--- config.mk ---
export PLATFORM = sky130hd
export DESIGN_NAME = uart_boot_sequencer_flat
export DESIGN_NICKNAME = d
export VERILOG_FILES = /design/src/rtl/boot_seq_pkg.sv /design/src/rtl/uart_boot_sequencer_if.sv /design/src/rtl/boot_watchdog.sv /design/src/rtl/uart_boot_sequencer.sv /design/src/flat_wrapper.sv
export SDC_FILE = /design/constraint.sdc
export NUM_CORES = 1
export LEC_CHECK = 0
export CAP_MARGIN = 20
export CORE_UTILIZATION = 38
export DETAILED_ROUTE_END_ITERATION = 6
export PLACE_DENSITY = 0.56
export SLEW_MARGIN = 20
export SYNTH_ARGS = -nofsm -noshare
export SYNTH_HDL_FRONTEND = slang
export SYNTH_SLANG_ARGS = --single-unit
--- constraint.sdc ---
create_clock -name clk -period 4.88 [get_ports clk]
set_clock_uncertainty 0.05 [all_clocks]
set_input_delay 0.732 -clock clk [delete_from_list [all_inputs] [get_ports clk]]
set_output_delay 0.732 -clock clk [all_outputs]
set_load 0.01 [all_outputs]
--- src/rtl/boot_seq_pkg.sv ---
// Shared types for the UART boot sequencer: state encoding, output bundle and
// the Moore output decode used by the top-level FSM.
package boot_seq_pkg;

    localparam int unsigned BOOT_STATE_W = 3;

    localparam logic [7:0] BOOT_ANNOUNCE_BYTE = 8'h99;
    localparam logic [7:0] BOOT_READY_BYTE    = 8'hAA;

    typedef enum logic [BOOT_STATE_W-1:0] {
        ST_WAIT_START = 3'd0,
        ST_SEND_99    = 3'd1,
        ST_RECV_SIZE  = 3'd2,
        ST_RECV_PROG  = 3'd3,
        ST_SEND_AA    = 3'd4,
        ST_RUN        = 3'd5,
        ST_ERROR      = 3'd7
    } boot_state_t;

    typedef struct packed {
        logic transmit_0x99;
        logic receive_program_data_size;
        logic receive_program_data;
        logic transmit_0xAA;
        logic receive_stdin_data;
        logic transmit_stdout_data;
        logic cpu_reset_n;
        logic boot_done;
        logic boot_error;
    } boot_outputs_t;

    // States in which the sequencer waits on the host and the watchdog runs.
    function automatic logic is_wait_phase(boot_state_t s);
        return (s == ST_SEND_99) || (s == ST_RECV_SIZE) ||
               (s == ST_RECV_PROG) || (s == ST_SEND_AA);
    endfunction

    function automatic boot_outputs_t decode_outputs(boot_state_t s);
        boot_outputs_t o;
        o = '0;
        case (s)
            ST_SEND_99:   o.transmit_0x99             = 1'b1;
            ST_RECV_SIZE: o.receive_program_data_size = 1'b1;
            ST_RECV_PROG: o.receive_program_data      = 1'b1;
            ST_SEND_AA:   o.transmit_0xAA             = 1'b1;
            ST_RUN: begin
                o.receive_stdin_data   = 1'b1;
                o.transmit_stdout_data = 1'b1;
                o.cpu_reset_n          = 1'b1;
                o.boot_done            = 1'b1;
            end
            ST_ERROR:     o.boot_error                = 1'b1;
            default:      o = '0;
        endcase
        return o;
    endfunction

endpackage

--- src/rtl/uart_boot_sequencer_if.sv ---
// Mode-request / done-flag handshake between the boot sequencer (master)
// and the UART controller (slave).
interface uart_boot_sequencer_if;

    logic transmit_0x99;
    logic receive_program_data_size;
    logic receive_program_data;
    logic transmit_0xAA;
    logic receive_stdin_data;
    logic transmit_stdout_data;

    logic transmit_0x99_finished;
    logic receive_program_data_size_finished;
    logic receive_program_data_finished;
    logic transmit_0xAA_finished;
    logic rx_activity;

    modport master (
        output transmit_0x99,
        output receive_program_data_size,
        output receive_program_data,
        output transmit_0xAA,
        output receive_stdin_data,
        output transmit_stdout_data,
        input  transmit_0x99_finished,
        input  receive_program_data_size_finished,
        input  receive_program_data_finished,
        input  transmit_0xAA_finished,
        input  rx_activity
    );

    modport slave (
        input  transmit_0x99,
        input  receive_program_data_size,
        input  receive_program_data,
        input  transmit_0xAA,
        input  receive_stdin_data,
        input  transmit_stdout_data,
        output transmit_0x99_finished,
        output receive_program_data_size_finished,
        output receive_program_data_finished,
        output transmit_0xAA_finished,
        output rx_activity
    );

endinterface

--- src/rtl/boot_watchdog.sv ---
// Saturating inactivity counter; expired flags the last cycle before the
// TIMEOUT_CYCLES limit. TIMEOUT_CYCLES of 0 disarms it permanently.
module boot_watchdog #(
    parameter logic [31:0] TIMEOUT_CYCLES = 32'd100_000_000,
    parameter int unsigned TIMEOUT_WIDTH  = 32
) (
    input  logic clk,
    input  logic reset_n,
    input  logic enable,
    input  logic clear,
    output logic expired
);

    localparam bit                       ARMED   = (TIMEOUT_CYCLES != 32'd0);
    localparam logic [TIMEOUT_WIDTH-1:0] LIMIT   = TIMEOUT_WIDTH'(TIMEOUT_CYCLES - 32'd1);
    localparam logic [TIMEOUT_WIDTH-1:0] CNT_MAX = '1;

    logic [TIMEOUT_WIDTH-1:0] count_q;

    always_ff @(posedge clk) begin
        if (!reset_n) begin
            count_q <= '0;
        end else if (clear || !enable) begin
            count_q <= '0;
        end else if (count_q != CNT_MAX) begin
            count_q <= count_q + TIMEOUT_WIDTH'(1);
        end
    end

    assign expired = ARMED && enable && (count_q == LIMIT);

endmodule

--- src/rtl/uart_boot_sequencer.sv ---
// Boot sequencer: steps the UART controller through announce, size, image,
// ready and console modes, releasing the CPU core only once the image is in.
import boot_seq_pkg::*;

module uart_boot_sequencer #(
    parameter int unsigned STARTUP_DELAY  = 16,
    parameter logic [31:0] TIMEOUT_CYCLES = 32'd100_000_000,
    parameter int unsigned TIMEOUT_WIDTH  = 32
) (
    input  logic                     clk,
    input  logic                     reset_n,
    uart_boot_sequencer_if.master    uart,
    output logic                     cpu_reset_n,
    output logic                     boot_done,
    output logic                     boot_error,
    output logic [BOOT_STATE_W-1:0]  boot_state
);

    localparam int unsigned       DELAY_W    = (STARTUP_DELAY > 1) ? $clog2(STARTUP_DELAY) : 1;
    localparam logic [DELAY_W-1:0] DELAY_LAST = DELAY_W'(STARTUP_DELAY - 1);

    boot_state_t        state_q;
    boot_state_t        state_d;
    boot_outputs_t      outs_q;
    boot_outputs_t      outs_d;
    logic [DELAY_W-1:0] delay_q;
    logic               wd_enable;
    logic               wd_clear;
    logic               wd_expired;

    boot_watchdog #(
        .TIMEOUT_CYCLES (TIMEOUT_CYCLES),
        .TIMEOUT_WIDTH  (TIMEOUT_WIDTH)
    ) u_watchdog (
        .clk     (clk),
        .reset_n (reset_n),
        .enable  (wd_enable),
        .clear   (wd_clear),
        .expired (wd_expired)
    );

    // Outputs register the decode of the next state so they line up with state_q.
    always_ff @(posedge clk) begin
        if (!reset_n) begin
            state_q <= ST_WAIT_START;
            outs_q  <= '0;
        end else begin
            state_q <= state_d;
            outs_q  <= outs_d;
        end
    end

    always_ff @(posedge clk) begin
        if (!reset_n) begin
            delay_q <= '0;
        end else if ((state_q == ST_WAIT_START) && (delay_q != DELAY_LAST)) begin
            delay_q <= delay_q + DELAY_W'(1);
        end
    end

    // A done flag beats a coinciding watchdog expiry.
    always_comb begin
        state_d = state_q;
        case (state_q)
            ST_WAIT_START: begin
                if (delay_q == DELAY_LAST) state_d = ST_SEND_99;
            end
            ST_SEND_99: begin
                if (uart.transmit_0x99_finished)                  state_d = ST_RECV_SIZE;
                else if (wd_expired)                              state_d = ST_ERROR;
            end
            ST_RECV_SIZE: begin
                if (uart.receive_program_data_size_finished)      state_d = ST_RECV_PROG;
                else if (wd_expired)                              state_d = ST_ERROR;
            end
            ST_RECV_PROG: begin
                if (uart.receive_program_data_finished)           state_d = ST_SEND_AA;
                else if (wd_expired)                              state_d = ST_ERROR;
            end
            ST_SEND_AA: begin
                if (uart.transmit_0xAA_finished)                  state_d = ST_RUN;
                else if (wd_expired)                              state_d = ST_ERROR;
            end
            ST_RUN:   state_d = ST_RUN;
            ST_ERROR: state_d = ST_ERROR;
            default:  state_d = ST_ERROR;
        endcase

        wd_enable = is_wait_phase(state_q);
        wd_clear  = (state_d != state_q) || uart.rx_activity;
        outs_d    = decode_outputs(state_d);
    end

    assign uart.transmit_0x99             = outs_q.transmit_0x99;
    assign uart.receive_program_data_size = outs_q.receive_program_data_size;
    assign uart.receive_program_data      = outs_q.receive_program_data;
    assign uart.transmit_0xAA             = outs_q.transmit_0xAA;
    assign uart.receive_stdin_data        = outs_q.receive_stdin_data;
    assign uart.transmit_stdout_data      = outs_q.transmit_stdout_data;
    assign cpu_reset_n                    = outs_q.cpu_reset_n;
    assign boot_done                      = outs_q.boot_done;
    assign boot_error                     = outs_q.boot_error;
    assign boot_state                     = state_q;

endmodule

--- src/flat_wrapper.sv ---
// flat-port wrapper written by rule: the top's interface ports become plain ports
module uart_boot_sequencer_flat 
#(
    parameter int unsigned STARTUP_DELAY  = 16,
    parameter logic [31:0] TIMEOUT_CYCLES = 32'd100_000_000,
    parameter int unsigned TIMEOUT_WIDTH  = 32
)
  (clk, reset_n, cpu_reset_n, boot_done, boot_error, boot_state, uart_transmit_0x99, uart_receive_program_data_size, uart_receive_program_data, uart_transmit_0xAA, uart_receive_stdin_data, uart_transmit_stdout_data, uart_transmit_0x99_finished, uart_receive_program_data_size_finished, uart_receive_program_data_finished, uart_transmit_0xAA_finished, uart_rx_activity);
  uart_boot_sequencer_if uart_i ();
  input  logic clk;
  input  logic reset_n;
  output logic cpu_reset_n;
  output logic boot_done;
  output logic boot_error;
  output logic [BOOT_STATE_W-1:0] boot_state;
  output wire logic [$bits(uart_i.transmit_0x99)-1:0] uart_transmit_0x99;
  output wire logic [$bits(uart_i.receive_program_data_size)-1:0] uart_receive_program_data_size;
  output wire logic [$bits(uart_i.receive_program_data)-1:0] uart_receive_program_data;
  output wire logic [$bits(uart_i.transmit_0xAA)-1:0] uart_transmit_0xAA;
  output wire logic [$bits(uart_i.receive_stdin_data)-1:0] uart_receive_stdin_data;
  output wire logic [$bits(uart_i.transmit_stdout_data)-1:0] uart_transmit_stdout_data;
  input wire logic [$bits(uart_i.transmit_0x99_finished)-1:0] uart_transmit_0x99_finished;
  input wire logic [$bits(uart_i.receive_program_data_size_finished)-1:0] uart_receive_program_data_size_finished;
  input wire logic [$bits(uart_i.receive_program_data_finished)-1:0] uart_receive_program_data_finished;
  input wire logic [$bits(uart_i.transmit_0xAA_finished)-1:0] uart_transmit_0xAA_finished;
  input wire logic [$bits(uart_i.rx_activity)-1:0] uart_rx_activity;
  assign uart_transmit_0x99 = uart_i.transmit_0x99;
  assign uart_receive_program_data_size = uart_i.receive_program_data_size;
  assign uart_receive_program_data = uart_i.receive_program_data;
  assign uart_transmit_0xAA = uart_i.transmit_0xAA;
  assign uart_receive_stdin_data = uart_i.receive_stdin_data;
  assign uart_transmit_stdout_data = uart_i.transmit_stdout_data;
  assign uart_i.transmit_0x99_finished = uart_transmit_0x99_finished;
  assign uart_i.receive_program_data_size_finished = uart_receive_program_data_size_finished;
  assign uart_i.receive_program_data_finished = uart_receive_program_data_finished;
  assign uart_i.transmit_0xAA_finished = uart_transmit_0xAA_finished;
  assign uart_i.rx_activity = uart_rx_activity;
  uart_boot_sequencer #(.STARTUP_DELAY(STARTUP_DELAY), .TIMEOUT_CYCLES(TIMEOUT_CYCLES), .TIMEOUT_WIDTH(TIMEOUT_WIDTH)) u_core (.clk(clk), .reset_n(reset_n), .uart(uart_i), .cpu_reset_n(cpu_reset_n), .boot_done(boot_done), .boot_error(boot_error), .boot_state(boot_state));
endmodule
# Word-level counts from Yosys, hierarchy flattened
# Cells that the tools add are included.
[word_totals]
regBits = 48
latch_bits = 0
mem_bits_rw = 0
mem_bits_ro = 0
elab_cells = 54
n_memories = 0
[op_classes]
n_addsub = 2
mul = 0
n_div = 0
n_lt_le_gt_ge = 0
eq_ne = 16
shifts = 0
n_mux = 13
bitwise = 1
n_reduce_logical = 10
[ops]
columns = ["operator", "count"]
rows = [
  ["32-bit by 1-bit adder with 32-bit output (second input constant)", 1],
  ["32-bit by 27-bit equality test with 1-bit output (second input constant)", 1],
  ["32-bit inequality test (second input constant)", 1],
  ["3-bit 2-to-1 mux", 6],
  ["3-bit one-hot mux with 6 select lines", 1],
  ["3-bit equality test (second input constant)", 5],
  ["3-bit by 2-bit equality test with 1-bit output (second input constant)", 4],
  ["3-bit by 1-bit equality test with 1-bit output (second input constant)", 2],
  ["1-bit logical OR", 5],
  ["1-bit 2-to-1 mux", 5],
  ["4-bit by 1-bit adder with 4-bit output (second input constant)", 1],
  ["4-bit equality test (second input constant)", 1],
  ["4-bit 2-to-1 mux", 1],
  ["4-bit inequality test (second input constant)", 1],
  ["3-bit zero test", 1],
  ["3-bit inequality test", 1],
  ["1-bit logical AND", 2],
  ["2-bit OR reduction", 1],
  ["1-bit zero test", 1],
  ["1-bit NOT", 1],
]

# Logic depth before layout (Yosys ltp)
# Gate-level depths: netlist of run 1.
[logic_depth]
depth_word = 12
mapped_depth = 9

# By module
# Synthesis of run 1 repeated with hierarchy kept, for this count alone.
[hier_totals]
cells_unflattened = 279
area_unflattened_um2 = 2408.6
[by_module_without_submodules]
columns = ["mod", "instances", "cells_per_inst", "area_each_um2", "seq_area_each_um2"]
rows = [
  ["boot_watchdog", 1, 206, 1712.9, 640.6],
  ["uart_boot_sequencer", 1, 73, 695.7, 260.2],
]

# Worst setup path before layout of run 1
# No wires, ideal clock.
[synth_path]
path_type = "register to register"
from = "register u_core.u_watchdog.count_q[0]"
to = "register u_core.outs_q, in the netlist u_core.uart.transmit_0xAA"
arrival_time_ns = 2.035
t_required_ns = 4.714
setup_slack_ns = 2.679
path_stages_with_launch = 7
path_buffers = 0
period_less_slack_ns = 2.201
cell_sequence = "dfxtp_1 ha_1 nand3_1 or4_4 or4_4 a2bb2oi_2 and4_1"
[synth_between]
elab_chain_len = 7
word_cells_on_any_way = 10
[synth_lines]
columns = ["element", "line", "source"]
rows = [
  ["start: declaration", "boot_watchdog.sv:18", "logic [TIMEOUT_WIDTH-1:0] count_q;"],
  ["start signal: assignment", "boot_watchdog.sv:26", "count_q <= count_q + TIMEOUT_WIDTH'(1);"],
  ["32-bit by 27-bit equality test with 1-bit output (*)", "boot_watchdog.sv:30", "assign expired = ARMED && enable && (count_q == LIMIT);"],
  ["1-bit logical AND (*)", "boot_watchdog.sv:30", ""],
  ["3-bit 2-to-1 mux (*)", "-", ""],
  ["3-bit 2-to-1 mux (on tied branches)", "-", ""],
  ["3-bit one-hot mux with 6 select lines (*)", "uart_boot_sequencer.sv:64", "case (state_q)"],
  ["3-bit equality test (*)", "boot_seq_pkg.sv:41", "case (s)"],
  ["1-bit 2-to-1 mux (*)", "boot_seq_pkg.sv:41", ""],
  ["end signal: assignment", "uart_boot_sequencer.sv:49", "outs_q <= outs_d;"],
  ["end: declaration", "uart_boot_sequencer.sv:24", "boot_outputs_t outs_q;"],
]
# Mark *: on every way between the ends. The rest lies on a longest branch, timed or not.
# A chain may end at the register's enable or synchronous reset.

# Final worst setup path of run 1
[layout_path]
from = "register u_core.u_watchdog.count_q[0]"
to = "register u_core.u_watchdog.count_q[1]"
[layout_between]
elab_chain_len = 9
word_cells_on_any_way = 14
[layout_lines]
columns = ["element", "line", "source"]
rows = [
  ["32-bit by 27-bit equality test with 1-bit output", "boot_watchdog.sv:30", ""],
  ["1-bit logical AND", "boot_watchdog.sv:30", ""],
  ["3-bit 2-to-1 mux", "-", ""],
  ["3-bit 2-to-1 mux (on tied branches)", "-", ""],
  ["3-bit one-hot mux with 6 select lines", "uart_boot_sequencer.sv:64", ""],
  ["3-bit inequality test", "uart_boot_sequencer.sv:90", "wd_clear = (state_d != state_q) || uart.rx_activity;"],
  ["1-bit logical OR", "uart_boot_sequencer.sv:90", ""],
  ["1-bit logical OR", "boot_watchdog.sv:23", "end else if (clear || !enable) begin"],
  ["2-bit OR reduction (no line)", "-", ""],
]
# Several ways; a longest one is shown, not always the timed one.

==> run metrics, run 1 <==
DP Worst Slack ~1.8 ns; setup TNS 0 ns; status finished clean; area of the die 6691 um2; initial DRC count 143; worst reg2reg startpoint u_core.u_watchdog.count_q[0]; max-slew violation count 0; final worst-path cycle share 55.49%; WP data required ~5.0 ns; syn nets 295; I/O Buffers 18; RSZ-0062 raised after global routing no; CTS clk-pin slew, worst paths 0.08 ns; vias in the first global route roughly 1800; max_slew headroom 38.84%; hpwl dp 3880 um; placed cell area 2605 um2; worst hold endpoint u_core.u_watchdog.count_q[28]; FF+latch count, synth 45; Setup CP Type flip-flop to flip-flop; layout cells sized above 1 a little under a tenth; ANT nets after route 0; first-pass GRT wire length 8838 um; placed insts 364; core footprint 6026 um2; post-synthesis sequential area ratio between 30% and 40%; fill cell count ~630; capturing element type of the critical path flip-flop; Syn-to-layout area delta 13.24%; LEAKAGE between 0.8 and 0.9 nW; critical-path maximum fanout 11; hold depth 2; clk root buf clkbuf_8; CP bufs+invs 1; Die W approximately 82 um; Main synth FF type dfxtp_1; min cycle time layout 2.708 ns; Max Clk Rate around 0.37 GHz; YS warnings 0; WP data arrival 2.83 ns; initial antenna violation count 0; Max Buffers Root-to-Sink 2; register area about 900 um2; Synth Cell Area 2420 um2; mean post-synth cell area 8.461 um2; I/O Pins 19; sw power 134.1 uW; async set-reset flop share out of synthesis 0%; fin cells 372; Util after Layout 45.47%; R2R depth 7; Global Route Usage Sum 17.36%; GPL Wtd Cong 0.8303; PwrDens 260.2 nW/um2; cts bufs inserted 5; post-CTS sizing 0; Max-Cap Viols 0; Reg-to-Reg End u_core.u_watchdog.count_q[1]; internal power ~580 uW; H-tree levels 2; WL final 5286 um; ANT cells 0; vias per std cell about 5.7; Sw Ratio between 10% and 20%; crit path cell chain ha_1 -> nand3_1 -> or2_2 -> nor4_2 -> buf_4 -> mux2i_1 -> nor2_1; Yosys top cell by area dfxtp_1; min-delay src u_core.u_watchdog.count_q[28]; # DRC 0; vias after detailed routing 2120; area of the multi-input gates 1394 um2; most common cell in the netlist dfxtp_1; Sink Count 45; Worst path slowest cell nor4_2; worst IR drop on VDD 0.1961 mV; Die Ht 81.80 um; Total Power 713.1 uW; hold slack 0.4565 ns; number of core rows 28; Setup-failing EPs final 0; startpoint types flip-flop; gate count after technology mapping 286; TritonCTS clock tree built; clock power share 46.4%; most instantiated cells after synthesis 45 x dfxtp_1, 25 x a21oi_1, 25 x nor2_1; Logic pwr share under 10%; slew at the pin closest to its max-slew limit 0.9098 ns; routed length per instance 14.21 um; number of enable flip-flop cells after synthesis 0; Flop pwr share a little over half; Fin. Hold Viols 0; top-area cell type share of the netlist area 37.23%; cell family with most CP delay simple AND/OR/NAND/NOR gates; Hold Buf Count CTS 0; Synth area leaders dfxtp_1 37%, a21oi_1 5.2%, o31ai_1 4.0%; setup repair bufs after CTS 0; largest net degree at the start of global routing 33; Yosys cell types between 50 and 60; post-route cell area 2740 um2; Overflow after GRT 0; Hold WC Path Type flip-flop to flip-flop; drt first pass iters 4; Worst path max stage delay 0.83 ns; final setup margin 2.172 ns; worst reg-to-reg setup slack roughly 2.2 ns; worst skew pair latency approximately 0.3 ns; starting density of the core 40.16%; nets@finish 305
==> registers in the layout, summed over array words and instances, names as in the netlist <==
register,flops
u_core.boot_state,3
u_core.cpu_reset_n,1
u_core.uart.transmit_0xAA,1
u_core.uart.receive_program_data,1
u_core.uart.receive_program_data_size,1
u_core.u_watchdog.count_q,32
u_core.delay_q,4
u_core.uart.transmit_0x99,1
u_core.boot_error,1
==> worst register-to-register path, stage by stage (launching register included) <==
cell,delay [ns]
dfxtp_1,0.38
ha_1,0.26
nand3_1,0.14
or2_2,0.37
nor4_2,0.83
buf_4,0.31
mux2i_1,0.19
nor2_1,0.05
==> layer usage <==
metal  share of wire [%]  GRT usage, %  up-vias
met5                   0             0        -
met4                 1.4         6.140        0
met3                 4.1         3.778        9
met2                  44         25.04       38
met1                  50         25.10      974
li1                    -             -     1099
==> worst max path at each step <==
stage	slack (ns)	start	end	cells past startpoint
3_3_place_gp	1.86	uart_transmit_0x99_finished	u_core.u_watchdog.count_q[14]	5
3_5_place_dp	1.80	uart_transmit_0xAA_finished	u_core.u_watchdog.count_q[14]	6
2_1_floorplan	2.68	u_core.u_watchdog.count_q[0]	u_core.uart.transmit_0xAA	6
4_1_cts	1.79	u_core.u_watchdog.count_q[1]	u_core.u_watchdog.count_q[23]	6
5_1_grt	1.91	u_core.u_watchdog.count_q[1]	u_core.u_watchdog.count_q[1]	7
6_report	2.17	u_core.u_watchdog.count_q[0]	u_core.u_watchdog.count_q[1]	7
==> cell type report <==
class	instances	share of cell area [%]
inverters	8	1.096
well taps	75	3.425
clock buffers	5	2.511
repair buffers	19	6.849
flip-flops and latches	45	32.88
multi-input cells	217	50.87
clock inverters	3	2.374
==> power by group through the flow <==
stage / clock, mW / sequential (mW) / combinational [mW]
2_1_floorplan: 0 / 0.379 / 0.00472
3_3_place_gp: 0 / 0.379 / 0.0112
3_5_place_dp: 0 / 0.379 / 0.0115
4_1_cts: 0.343 / 0.371 / 0.0115
5_1_grt: 0.356 / 0.371 / 0.0130
6_report: 0.331 / 0.371 / 0.0114
==> placed cells by master (no fill, tap or decap), types with 3 or more instances in the layout <==
cell type        instances
a211oi_1                 4
a21oi_1                 25
and3_1                   4
clkbuf_8                 5
clkdlybuf4s50_1         18
dfxtp_1                 45
inv_1                    8
mux2i_1                  3
nand2_1                 20
nand2b_1                 4
nand3_1                 10
nand4_1                 11
nor2_1                  25
nor3_1                   8
nor4_1                   6
o21ai_0                 13
o31ai_1                 13
or3_1                   13
or4_1                    8
or4_4                    3
xnor2_1                  4
xor2_1                   6
==> kinds of logic after synthesis <==
group,Yosys count,share of synthesized area (%)
and+or+nand+nor,134,33.30
muxes,3,1.241
AOI/OAI and AO/OA,68,18.36
xor gates and xnor gates,10,3.619
buffers and inverters,24,5.222
DFF,45,37.23
adders and majority gates,2,1.034
Power figures use the tool's default switching activity.
==> inputs of run 2 (changes only) <==
==> constraint.sdc (replaced) <==
create_clock -name clk -period 2.75 [get_ports clk]
set_clock_uncertainty 0.05 [all_clocks]
set_input_delay 0.4125 -clock clk [delete_from_list [all_inputs] [get_ports clk]]
set_output_delay 0.4125 -clock clk [all_outputs]
set_load 0.01 [all_outputs]
==> run 2 against run 1 <==
Compared with the run above:
- total power up 51%
- via count up 2.5%
- non-clock buffer count up 3
- flip-flop and latch count unchanged
- final cell count up 0.81%
- worst setup slack worse by 1.8 ns
- routed wire length up 0.55%
- first-iteration DRC count up 7.0%
- register-to-register slack worse by 1.8 ns
- sequential share of layout area up 0.21 points
- largest power group unchanged
- highest routed layer unchanged
==> run metrics, run 2 (synthesis results as in run 1) <==
status finished clean; Max-Cap Viols 0; area of the die 6691 um2; Max Buffers Root-to-Sink 2; cts bufs inserted 5; vias after detailed routing 2172; commonest non-fill, non-tap cell in the layout dfxtp_1; crit path cell chain ha_1 -> nand3_1 -> or4_4 -> nor4_2 -> or4_1 -> buf_12 -> nor2_1; WP data arrival between 2 and 3 ns; vias per std cell 5.792; worst reg-to-reg setup slack around 0.40 ns; setup repair bufs after CTS 0; Fin. Hold Viols 0; layout cells sized above 1 9.333%; PwrDens 396.8 nW/um2; Die W roughly 82 um; min-delay src u_core.u_watchdog.count_q[28]; hold slack 0.4441 ns; vias in the first global route approximately 1900; # DRC 0; Worst path max stage delay 0.46 ns; starting density of the core 40.16%; TritonCTS clock tree built; initial DRC count 153; LEAKAGE 0.8279 nW; I/O Buffers 18; Worst path slowest cell or4_4; GPL Wtd Cong 0.8504; first-pass GRT wire length slightly below 9000 um; Sink Count 45; max_slew headroom a little over three fifths; H-tree levels 2; Hold Buf Count CTS 0; I/O Pins 19; Setup-failing EPs final 0; Syn-to-layout area delta 12.51%; WL final between 5000 and 6000 um; worst hold endpoint u_core.u_watchdog.count_q[28]; hold depth 2; max reg flops 32; hpwl dp 3851 um; CTS clk-pin slew, worst paths 0.09 ns; drt first pass iters 4; max-slew violation count 0; critical-path maximum fanout 32; RSZ-0062 raised after global routing no; Setup CP Type flip-flop to flip-flop; Top reg by flops u_core.u_watchdog.count_q; Global Route Usage Sum 17.42%; most frequent cells in the layout 45 x dfxtp_1, 25 x nor2_1, 25 x a21oi_1; number of core rows 28; ANT cells 0; initial antenna violation count 0; clk root buf clkbuf_8; fill cell count 618; WP data required 2.89 ns; startpoint types flip-flop; worst reg2reg startpoint u_core.u_watchdog.count_q[0]; routed length per instance 14.17 um; core footprint 6026 um2; largest net degree at the start of global routing 33; capturing element type of the critical path flip-flop; Overflow after GRT 0; worst skew pair latency 0.31 ns; Reg-to-Reg End u_core.u_watchdog.count_q[8]; nets@finish 308; ANT nets after route 0; R2R depth 7; final worst-path cycle share 85.55%; post-CTS sizing 0; min cycle time layout 2.353 ns; slew at the pin closest to its max-slew limit roughly 0.56 ns; Die Ht a little over 80 um; setup TNS 0 ns; worst IR drop on VDD 0.1715 mV; Max Clk Rate 0.4251 GHz; Hold WC Path Type flip-flop to flip-flop
==> run 2: area by class of cell <==
cell class,count,area [um2],area share (%)
well taps,75,93.84,3.447
clock inverters,2,10.01,0.3676
repair buffers,22,222.7,8.180
flip-flops and latches,45,900.9,33.09
inverters,8,30.03,1.103
multi-input cells,217,1393,51.15
clock buffers,6,72.57,2.665
==> run 2: critical path, delay by kind of cell (launching register included) <==
family	cells	cell delay [ns]
adder cells (fa/ha/maj)	1	0.26
flip-flops	1	0.38
buffers and inverters	1	0.19
AND/OR/NAND/NOR	5	1.35
==> run 2: worst max path at each step <==
stage / startpoint / end / slack [ns] / cells past startpoint
3_3_place_gp: u_core.u_watchdog.count_q[0] / u_core.u_watchdog.count_q[23] / 0.44 / 7
6_report: u_core.u_watchdog.count_q[0] / u_core.u_watchdog.count_q[8] / 0.40 / 7
4_1_cts: u_core.u_watchdog.count_q[0] / u_core.u_watchdog.count_q[23] / 0.40 / 7
2_1_floorplan: u_core.u_watchdog.count_q[0] / u_core.uart.transmit_0xAA / 0.55 / 6
5_1_grt: u_core.u_watchdog.count_q[0] / u_core.u_watchdog.count_q[13] / 0.26 / 7
3_5_place_dp: u_core.u_watchdog.count_q[0] / u_core.u_watchdog.count_q[27] / 0.41 / 7
==> run 2: per-stage QoR <==
stage	power [mW]	setup WS, ns	cell area (um2)	cells	utilization, %
4_1_cts	1.095	0.3981	2723	375	45.18
2_1_floorplan	0.6809	0.5493	2420	286	-
5_1_grt	1.117	0.2592	2723	375	45.18
3_3_place_gp	0.6927	0.4437	2640	367	43.81
3_5_place_dp	0.6934	0.4103	2640	367	43.81
6_report	1.080	0.3974	2723	375	45.18
==> run 2: power by group <==
part	total [mW]	switching, mW	internal, mW
Clock	0.402	0.226	0.176
Sequential	0.658	0.00312	0.655
Combinational	0.0200	0.00797	0.0120
==> run 2: per-layer routing <==
metal  part of all wire, %  vias up  GRT usage (%)
met2                    44       33          26.28
met3                   3.9        7          3.667
met1                    51     1031          24.43
li1                      -     1101              -
met5                     0        -              0
met4                   1.4        0          5.789
==> inputs of run 3 (changes only) <==
--- a/config.mk
+++ b/config.mk
@@ -5,10 +5,11 @@
 export SDC_FILE = /design/constraint.sdc
 export NUM_CORES = 1
 export LEC_CHECK = 0
+export ABC_AREA = 1
 export CAP_MARGIN = 20
 export CORE_UTILIZATION = 38
 export DETAILED_ROUTE_END_ITERATION = 6
-export PLACE_DENSITY = 0.56
+export PLACE_DENSITY = 0.55
 export SLEW_MARGIN = 20
 export SYNTH_ARGS = -nofsm -noshare
 export SYNTH_HDL_FRONTEND = slang
==> run 3 against run 2 <==
Compared with the run above:
- total power is 5.0% higher
- synthesized cell count increased by 42%
- sequential power is essentially flat
- worst setup slack better by 0.12 ns
- flip-flop and latch count stayed put
- register-to-register slack better by 0.12 ns
- synthesized area grew 21%
- cell area rose by 19%
- utilization down 0.98 points
- critical path depth is 6 higher
- sequential share of layout area down 5.3 points
- final cell count increased by 39%
- critical endpoint is now u_core.u_watchdog.count_q[20]
- largest cell class unchanged
- highest routed layer unchanged
==> run metrics, run 3 <==
most frequent cells in the layout 88 x nor2_1, 81 x nand2_1, 45 x dfxtp_1; Hold Buf Count CTS 0; number of enable flip-flop cells after synthesis 0; setup TNS 0 ns; WP data required about 2.9 ns; Synth Cell Area 2918 um2; worst reg-to-reg setup slack a little over 0.5 ns; hold depth 2; post-route cell area around 3200 um2; largest net degree at the start of global routing 33; I/O Pins 19; Yosys cell types 31; status finished clean; vias in the first global route about 2200; Sw Ratio 21.14%; Logic pwr share around 2%; min-delay src u_core.delay_q[2]; TritonCTS clock tree built; PwrDens 350.0 nW/um2; cell mode on critical path nand2_2; routed length per instance 11.81 um; XOR/XNOR share of the synthesized area 8.405%; DP Worst Slack 0.5253 ns; Synth Area in Simple Gates around 48%; syn nets 415; Setup CP Type flip-flop to flip-flop; Total Power 1.134 mW; slew at the pin closest to its max-slew limit around 0.58 ns; Flop pwr share 58.0%; max_slew headroom 61.34%; GPL Wtd Cong 0.9029; Hold WC Path Type flip-flop to flip-flop; Die Ht approximately 90 um; post-synthesis adder-cell area fraction 0.8576%; I/O Buffers 18; gate count after technology mapping 406; clock power share 40.0%; Worst path slowest cell dfxtp_1; Sink Count 45; post-CTS sizing 0; worst reg2reg startpoint u_core.u_watchdog.count_q[0]; FF+latch count, synth 45; WL final 6163 um; ANT nets after route 0; initial antenna violation count 0; initial DRC count 202; LEAKAGE 1.162 nW; Global Route Usage Sum 17.07%; Max Buffers Root-to-Sink 2; register area 900.9 um2; final setup margin 0.5141 ns; post-synthesis sequential area ratio 30.87%; largest family of logic cells by synthesized area simple AND/OR/NAND/NOR gates; mean post-synth cell area 7.187 um2; worst IR drop on VDD 0.1679 mV; max reg flops 32; drt first pass iters 4; worst skew pair latency 0.30 ns; sw power between 200 and 250 uW; starting density of the core about two fifths; Worst path max stage delay 0.42 ns; # DRC 0; setup repair bufs after CTS 0; capturing element type of the critical path flip-flop; most instantiated cells after synthesis 88 x nor2_1, 81 x nand2_1, 45 x dfxtp_1; vias per std cell roughly 4.6; Overflow after GRT 0; YS warnings 0; top-area cell type share of the netlist area 30.87%; mux cell area share after synthesis 0%; core footprint 7331 um2; Synth area leaders dfxtp_1 31%, nor2_4 14%, nor2_1 11%; vias after detailed routing 2422; min cycle time layout 2.236 ns; startpoint types flip-flop; layout cells sized above 1 approximately 15%; most common cell in the netlist nor2_1; Syn-to-layout area delta 11.06%; area of the multi-input gates between 1500 and 2000 um2; RSZ-0062 raised after global routing no; H-tree levels 2; placed cell area 3139 um2; nets@finish 431; commonest non-fill, non-tap cell in the layout nor2_1; ANT cells 0; Max Clk Rate about 0.45 GHz; final worst-path cycle share 81.30%; CTS clk-pin slew, worst paths 0.08 ns; crit path cell chain ha_1 -> clkinv_2 -> nor2_4 -> nand2_4 -> nor2_4 -> nand3_2 -> nand2_2 -> nand2_2 -> nand2_2 -> nand2_2 -> nand3_4 -> buf_12 -> nor2_1; Die W 89.63 um; Reg-to-Reg End u_core.u_watchdog.count_q[20]; Yosys top cell by area dfxtp_1; compound-gate portion of the synthesized area 3.216%; fill cell count roughly 760; cts bufs inserted 5; async set-reset flop share out of synthesis 0%; internal power 894.4 uW; Max-Cap Viols 0; Top reg by flops u_core.u_watchdog.count_q; Fin. Hold Viols 0; critical-path maximum fanout 32; area of the die 8033 um2; R2R depth 13; Main synth FF type dfxtp_1; WP data arrival 2.37 ns; first-pass GRT wire length 10430 um; clk root buf clkbuf_8; max-slew violation count 0; Setup-failing EPs final 0; worst hold endpoint u_core.delay_q[2]; hpwl dp 4842 um; number of core rows 31
## run 3: cell type report
| type | instances | share of cell area, % |
|---|---|---|
| clock buffers | 7 | 2.973 |
| clock inverters | 1 | 0.1544 |
| inverters | 43 | 5.019 |
| multi-input cells | 308 | 54.05 |
| flip-flops and latches | 45 | 27.80 |
| well taps | 99 | 3.822 |
| repair buffers | 19 | 6.178 |
## run 3: kinds of logic after synthesis
logic type      count (synthesis)
simple gates                  264
compound gates                 14
flops                          45
fa+ha+maj                       2
xor+xnor                       28
buf+inv                        53
## run 3: metal layers
metal | vias up | track usage [%] | part of all wire [%]
met2 | 50 | 24.86 | 43
met4 | 0 | 4.618 | 1.0
met5 | - | 0 | 0
met1 | 1079 | 25.61 | 52
met3 | 6 | 3.016 | 3.4
li1 | 1287 | - | -
## run 3: stage by stage
step                      util (%)  hold WS, ns  instances
after global placement       42.82       0.4206        514
after global routing         44.21       0.4777        522
after floorplan                  -       0.3999        406
after CTS                    44.21       0.4393        522
after detailed placement     42.82       0.4267        514
final                        44.21       0.4349        522
## run 3: critical path: cells and delay by family, from the launching register on
| kind | cells | cell delay [ns] |
|---|---|---|
| buffers and inverters | 2 | 0.42 |
| adders and majority gates | 1 | 0.25 |
| and+or+nand+nor | 10 | 0.93 |
| DFF | 1 | 0.42 |
## run 3: worst max path at each step
stage | start | endpoint | slack [ns] | cells after the start
after floorplan | u_core.u_watchdog.count_q[0] | u_core.u_watchdog.count_q[3] | 0.85 | 13
after global placement | u_core.u_watchdog.count_q[0] | u_core.u_watchdog.count_q[20] | 0.57 | 13
after detailed placement | u_core.u_watchdog.count_q[0] | u_core.u_watchdog.count_q[20] | 0.53 | 13
after CTS | u_core.u_watchdog.count_q[0] | u_core.u_watchdog.count_q[20] | 0.51 | 13
after global routing | u_core.u_watchdog.count_q[0] | u_core.u_watchdog.count_q[20] | 0.31 | 13
final | u_core.u_watchdog.count_q[0] | u_core.u_watchdog.count_q[20] | 0.51 | 13
## run 3: power groups by stage
stage	Sequential, mW	Clock [mW]	Combinational, mW
after floorplan	0.673	0	0.0101
after global placement	0.674	0	0.0224
after detailed placement	0.674	0	0.0229
after CTS	0.658	0.475	0.0230
after global routing	0.659	0.502	0.0255
final	0.658	0.453	0.0229
